<file path="src/rtl/reg_file_pkg.sv">
// Shared constants for the parametrised MIPS register file: default sizing,
// the hardwired-zero index and the ABI register names.
package reg_file_pkg;

  localparam int DEF_WIDTH = 32;
  localparam int DEF_DEPTH = 32;
  localparam int DEF_NRD   = 2;

  localparam int ZERO_REG  = 0;
  localparam int REG_AT    = 1;
  localparam int REG_V0    = 2;
  localparam int REG_V1    = 3;
  localparam int REG_A0    = 4;
  localparam int REG_T0    = 8;
  localparam int REG_S0    = 16;
  localparam int REG_GP    = 28;
  localparam int REG_SP    = 29;
  localparam int REG_FP    = 30;
  localparam int REG_RA    = 31;

endpackage

</file>
<file path="src/rtl/reg_scoreboard.sv">
// Pending-write scoreboard: one busy bit per register, set by a decode
// reservation, cleared by writeback or flush, with a running popcount.
module reg_scoreboard
  import reg_file_pkg::*;
#(
  parameter int DEPTH = DEF_DEPTH,
  parameter int NRD   = DEF_NRD,
  parameter int AW    = $clog2(DEPTH)
) (
  input  logic              clk,
  input  logic              rst,
  input  logic              set_en,
  input  logic [AW-1:0]     set_addr,
  input  logic              clr_en,
  input  logic [AW-1:0]     clr_addr,
  input  logic              flush,
  input  logic [NRD*AW-1:0] lookup_addr,
  output logic [NRD-1:0]    lookup_busy,
  output logic              set_ok,
  output logic [AW:0]       busy_cnt
);

  localparam logic [AW-1:0] ZERO_ADDR = AW'(ZERO_REG);

  logic [DEPTH-1:0] busy;
  logic [DEPTH-1:0] busy_next;
  logic [AW:0]      cnt_next;
  logic             do_set;
  logic             do_clr;

  // Only a clear of a register that really is busy moves the count down, so
  // a write to an idle register and a same-address set+clear stay balanced.
  always_comb begin
    set_ok    = set_en & ~busy[set_addr] & ~flush;
    do_set    = set_ok & (set_addr != ZERO_ADDR);
    do_clr    = clr_en & (clr_addr != ZERO_ADDR) & busy[clr_addr];
    busy_next = busy;
    if (do_clr) busy_next[clr_addr] = 1'b0;
    if (do_set) busy_next[set_addr] = 1'b1;
    cnt_next  = busy_cnt + (AW+1)'(do_set) - (AW+1)'(do_clr);
  end

  always_ff @(posedge clk or posedge rst) begin
    if (rst) begin
      busy     <= '0;
      busy_cnt <= '0;
    end else if (flush) begin
      busy     <= '0;
      busy_cnt <= '0;
    end else begin
      busy     <= busy_next;
      busy_cnt <= cnt_next;
    end
  end

  always_comb begin
    lookup_busy = '0;
    for (int i = 0; i < NRD; i++) begin
      lookup_busy[i] = busy[lookup_addr[i*AW +: AW]];
    end
  end

endmodule

</file>
<file path="src/rtl/reg_file_sb.sv">
// Multi-read-port register file with hardwired-zero r0 and a reservation
// scoreboard. Define REG_FILE_SB_BYPASS_EN for same-cycle write-to-read forwarding.
module reg_file_sb
  import reg_file_pkg::*;
#(
  parameter int WIDTH = DEF_WIDTH,
  parameter int DEPTH = DEF_DEPTH,
  parameter int NRD   = DEF_NRD,
  parameter int AW    = $clog2(DEPTH)
) (
  input  logic                 clk,
  input  logic                 rst,
  input  logic [NRD*AW-1:0]    rd_addr,
  output logic [NRD*WIDTH-1:0] rd_data,
  output logic [NRD-1:0]       rd_ready,
  input  logic                 wr_en,
  input  logic [AW-1:0]        wr_addr,
  input  logic [WIDTH-1:0]     wr_data,
  input  logic                 rsv_en,
  input  logic [AW-1:0]        rsv_addr,
  output logic                 rsv_ok,
  input  logic                 flush,
  output logic [AW:0]          busy_cnt
);

  localparam logic [AW-1:0] ZERO_ADDR = AW'(ZERO_REG);

  logic [WIDTH-1:0] regs [DEPTH];
  logic [NRD-1:0]   port_busy;
  logic             wr_live;

  assign wr_live = wr_en && (wr_addr != ZERO_ADDR);

  reg_scoreboard #(
    .DEPTH (DEPTH),
    .NRD   (NRD),
    .AW    (AW)
  ) u_scoreboard (
    .clk         (clk),
    .rst         (rst),
    .set_en      (rsv_en),
    .set_addr    (rsv_addr),
    .clr_en      (wr_en),
    .clr_addr    (wr_addr),
    .flush       (flush),
    .lookup_addr (rd_addr),
    .lookup_busy (port_busy),
    .set_ok      (rsv_ok),
    .busy_cnt    (busy_cnt)
  );

  always_ff @(posedge clk or posedge rst) begin
    if (rst) begin
      for (int i = 0; i < DEPTH; i++) begin
        regs[i] <= '0;
      end
    end else if (wr_live) begin
      regs[wr_addr] <= wr_data;
    end
  end

  // r0 short-circuits to zero/ready before either the array or forwarding.
  always_comb begin
    rd_data  = '0;
    rd_ready = '1;
    for (int i = 0; i < NRD; i++) begin
      if (rd_addr[i*AW +: AW] != ZERO_ADDR) begin
        rd_data[i*WIDTH +: WIDTH] = regs[rd_addr[i*AW +: AW]];
        rd_ready[i]               = ~port_busy[i];
`ifdef REG_FILE_SB_BYPASS_EN
        if (wr_live && (wr_addr == rd_addr[i*AW +: AW])) begin
          rd_data[i*WIDTH +: WIDTH] = wr_data;
          rd_ready[i]               = 1'b1;
        end
`endif
      end
    end
  end

endmodule

</file>
<file path="config.mk">
export PLATFORM = sky130hd
export DESIGN_NAME = reg_file_sb
export DESIGN_NICKNAME = d
export VERILOG_FILES = /design/src/rtl/reg_file_pkg.sv /design/src/rtl/reg_scoreboard.sv /design/src/rtl/reg_file_sb.sv
export SDC_FILE = /design/constraint.sdc
export NUM_CORES = 2
export LEC_CHECK = 0
export CAP_MARGIN = 0
export CORE_ASPECT_RATIO = 1.5
export CORE_MARGIN = 4
export CORE_UTILIZATION = 40
export DETAILED_ROUTE_END_ITERATION = 8
export HOLD_SLACK_MARGIN = 0.06
export SYNTH_ARGS = -nofsm -noshare
export SYNTH_HDL_FRONTEND = slang
export SYNTH_HIERARCHICAL = 1
export SYNTH_SLANG_ARGS = --single-unit
</file>
<file path="constraint.sdc">
create_clock -name clk -period 48 [get_ports clk]
set_clock_uncertainty 0.1 [all_clocks]
set_input_delay 4.8 -clock clk [delete_from_list [all_inputs] [get_ports clk]]
set_output_delay 4.8 -clock clk [all_outputs]
set_load 0.05 [all_outputs]
</file>
==> results by group <==
Run status
  – Status: finished clean

Logic synthesis
  – Cell Area, Synth: 58130 um2
  – Most common library cells after synthesis: 1062 x dfrtp_1, 1017 x mux2_2, 452 x mux4_2
  – Post-Syn Nets: 4001
  – Synth Flop Type: dfrtp_1
  – Seq/Total Area, Yosys: 0.4571
  – Post-synth EDFFs: 0
  – Yosys warns: 6
  – Most frequent cell after synthesis: dfrtp_1
  – Avg Inst Size Synth: 14.77 um2
  – Synth async-reset ratio: 1.000
  – Share of the synthesized area in the top cell type: 0.4571
  – Largest area contributor in the netlist: dfrtp_1
  – Most area-consuming cells after synthesis: dfrtp_1 46%, mux2_2 20%, mux4_2 18%
  – Gate Count Post-Synth: 3937
  – Yosys reg bits: 1062
  – Synth unique cells: 71

Global route
  – Initial antenna violation count: 10
  – Total Routing Usage GR: 0.2463
  – Largest net degree at the start of global routing: 169
  – Global-route wire length before repair: 276300 um
  – Vias in the first global route: 39145
  – GRT Residual Overflow: 0

Die
  – Die H: 474.9 um
  – Core area: 144600 um2
  – Rows: 171
  – Die W: 319.3 um
  – Initial Util: 0.4019
  – DIE AREA: 151600 um2
  – Io pins: 130

Clock tree
  – Clock root buffer: clkbuf_16
  – CTS max path bufs: 3
  – Post_cts resized: 0
  – H-tree depth: 3
  – CTS tree: built
  – Clock-pin slew on the worst setup and hold paths: 60 ps
  – Clk sink count: 1062
  – Setup Buffers After CTS: 0
  – Clk_lat worst skew: 740 ps
  – TritonCTS buffer count: 106
  – Hold_buf cts: 0

Drt
  – Via count: 37485
  – Routed Antenna Nets: 0
  – DRT iter0 DRCs: 3179
  – Via density: 6.480
  – 1st-pass router iterations: 5
  – DR WL/cell: 32.60 um
  – Drt total wl: 188600 um
  – DRC viols: 0

Setup path
  – CP startpoint kind: primary input
  – CP required: 43100 ps
  – Slowest stage delay, CP: 940 ps
  – Crit end category: output pin
  – CP most frequent cell: buf_4
  – CP arrival: 9790 ps
  – Critical-path cell list: buf_8 -> buf_4 -> buf_4 -> buf_4 -> mux4_2 -> o2111ai_1 -> a311oi_1 -> clkdlybuf4s50_1
  – Cell family with most CP delay: buffers and inverters
  – CP Max Fanout: 49
  – CP max-delay cell: clkdlybuf4s50_1
  – Buffers & Inverters on Critical Path: 5
  – Setup CP Type: in -> out

STA
  – Worst-Margin Slew: 1283 ps
  – Unrepaired setup endpoints after global routing: no
  – Period utilization: 0.3060
  – Worst Hold Slack: 294.0 ps
  – Setup ws final: 33310 ps
  – Final Hold Fails: 0
  – Min cycle time layout: 14690 ps
  – Post-route setup TNS: 0 ps
  – Fmax: 0.06808 GHz
  – Slew HR: 0.1437
  – Final setup fails: 0
  – Final Max Slew Viols: 0

Power
  – Sw Share: 0.2838
  – Power Total: 2.591 mW
  – Power Density: 40.67 nW/um2
  – P_sw: 735.2 uW
  – Seq pwr share: 0.456
  – Clock power frac: 0.328
  – P_leak: 26.83 nW
  – VDD IR max: 0.00003262 V
  – Cell internal pwr: 1.855 mW
  – Combinational power share: 0.216

Finish
  – Fraction of layout instances using a drive strength above 1: 0.4583
  – P&R area growth vs syn: 9.569%
  – Final-stage net count: 3862

Place
  – Setup slack after placement: 33130 ps
  – Buffers on Ports: 129
  – DP Wirelength: 104700 um
  – GPL Wtd Cong: 0.8402

Flow run
  – Max-cap violations: 0

Hold path
  – Worst hold-check path type: reg -> reg
[final timing paths]
kind                                                       from                            endpoint  slack (ps)  cells after the start
worst max-delay path                                 rd_addr[6]                         rd_data[35]       33310                      8
max in group asynchronous                                   rst               regs[877]$_DFFE_PP0P_       40050                      5
min in group asynchronous                                   rst      u_scoreboard/busy[1]$_DFF_PP0_        4540                      3
worst max register to register  u_scoreboard/busy[30]$_DFF_PP0_  u_scoreboard/busy_cnt[5]$_DFF_PP0_       43660                     13
worst min register to register           regs[1004]$_DFFE_PP0P_              regs[1004]$_DFFE_PP0P_         290                      0
worst min-delay path                     regs[1004]$_DFFE_PP0P_              regs[1004]$_DFFE_PP0P_         290                      0
[flip-flops by register name, indices dropped and copies added, names as in the netlist]
| signal | flops |
|---|---|
| regs | 1024 |
| u_scoreboard/busy_cnt | 6 |
| u_scoreboard/busy | 32 |
[power by group through the flow]
stage	Clock (mW)	Sequential, mW	Combinational (mW)
6_report	0.850	1.18	0.559
5_1_grt	0.901	1.20	0.598
4_1_cts	0.868	1.18	0.562
3_5_place_dp	0	1.19	0.560
3_3_place_gp	0	1.18	0.550
2_1_floorplan	0	1.16	0.444
[cells in the final DEF (no fill, tap or decap), types with 10 or more instances in the layout]
cell / netlist / layout
a211oi_1: 74 / 74
mux4_1: 24 / 24
nor2b_1: 77 / 75
dfrtp_1: 1062 / 1062
o21ai_1: 89 / 89
nand2_4: 0 / 11
a221oi_1: 44 / 44
nand3_1: 10 / 10
mux2_1: 46 / 46
o21ai_0: 27 / 27
a21oi_1: 10 / 10
nand2_1: 74 / 59
clkbuf_16: 0 / 107
nor2_4: 0 / 18
a22oi_1: 68 / 68
clkbuf_8: 0 / 25
a41oi_1: 17 / 17
o2111ai_1: 20 / 20
mux2_2: 1017 / 1017
clkbuf_1: 191 / 26
a311oi_1: 71 / 71
buf_4: 73 / 69
clkinv_2: 0 / 16
inv_1: 16 / 15
mux2i_1: 140 / 140
clkdlybuf4s50_1: 0 / 119
nor2_1: 36 / 27
mux4_2: 452 / 452
[cell type report]
| type | count | area, um2 |
|---|---|---|
| fillers | 13071 | 80940 |
| multi-input cells | 2407 | 29270 |
| flip-flops and latches | 1062 | 26580 |
| clock buffers | 158 | 3119 |
| well taps | 1903 | 2381 |
| repair buffers | 203 | 1912 |
| clock inverters | 29 | 349.1 |
| inverters | 18 | 80.08 |
| diodes | 5 | 12.51 |
[routing by layer]
metal	global-route usage	routed length, um
met3	0.04139	12400
met4	0.09711	8218
met2	0.4136	92780
met5	0	21
met1	0.3200	75180
[logic make-up (layout without fill, tap and decap cells)]
kind of cell | after synthesis | count (layout) | synth area share
simple gates | 264 | 264 | 0.02447
fa+ha+maj | 7 | 7 | 0.001636
buf+inv | 468 | 408 | 0.04341
xor+xnor | 4 | 4 | 0.0006028
other cells | 0 | 5 | 0
mux | 1679 | 1679 | 0.4160
compound gates | 453 | 453 | 0.05676
flops | 1062 | 1062 | 0.4571
[per-stage QoR]
step / cell area [um2] / utilization / std cells
after CTS: 63680 / 0.4403 / 5780
after global placement: 60220 / 0.4163 / 5593
after detailed placement: 60220 / 0.4163 / 5593
final: 63700 / 0.4404 / 5785
after floorplan: 58130 / - / 3937
after global routing: 63690 / 0.4403 / 5781
No activity file was read; power rests on OpenSTA's default activity.
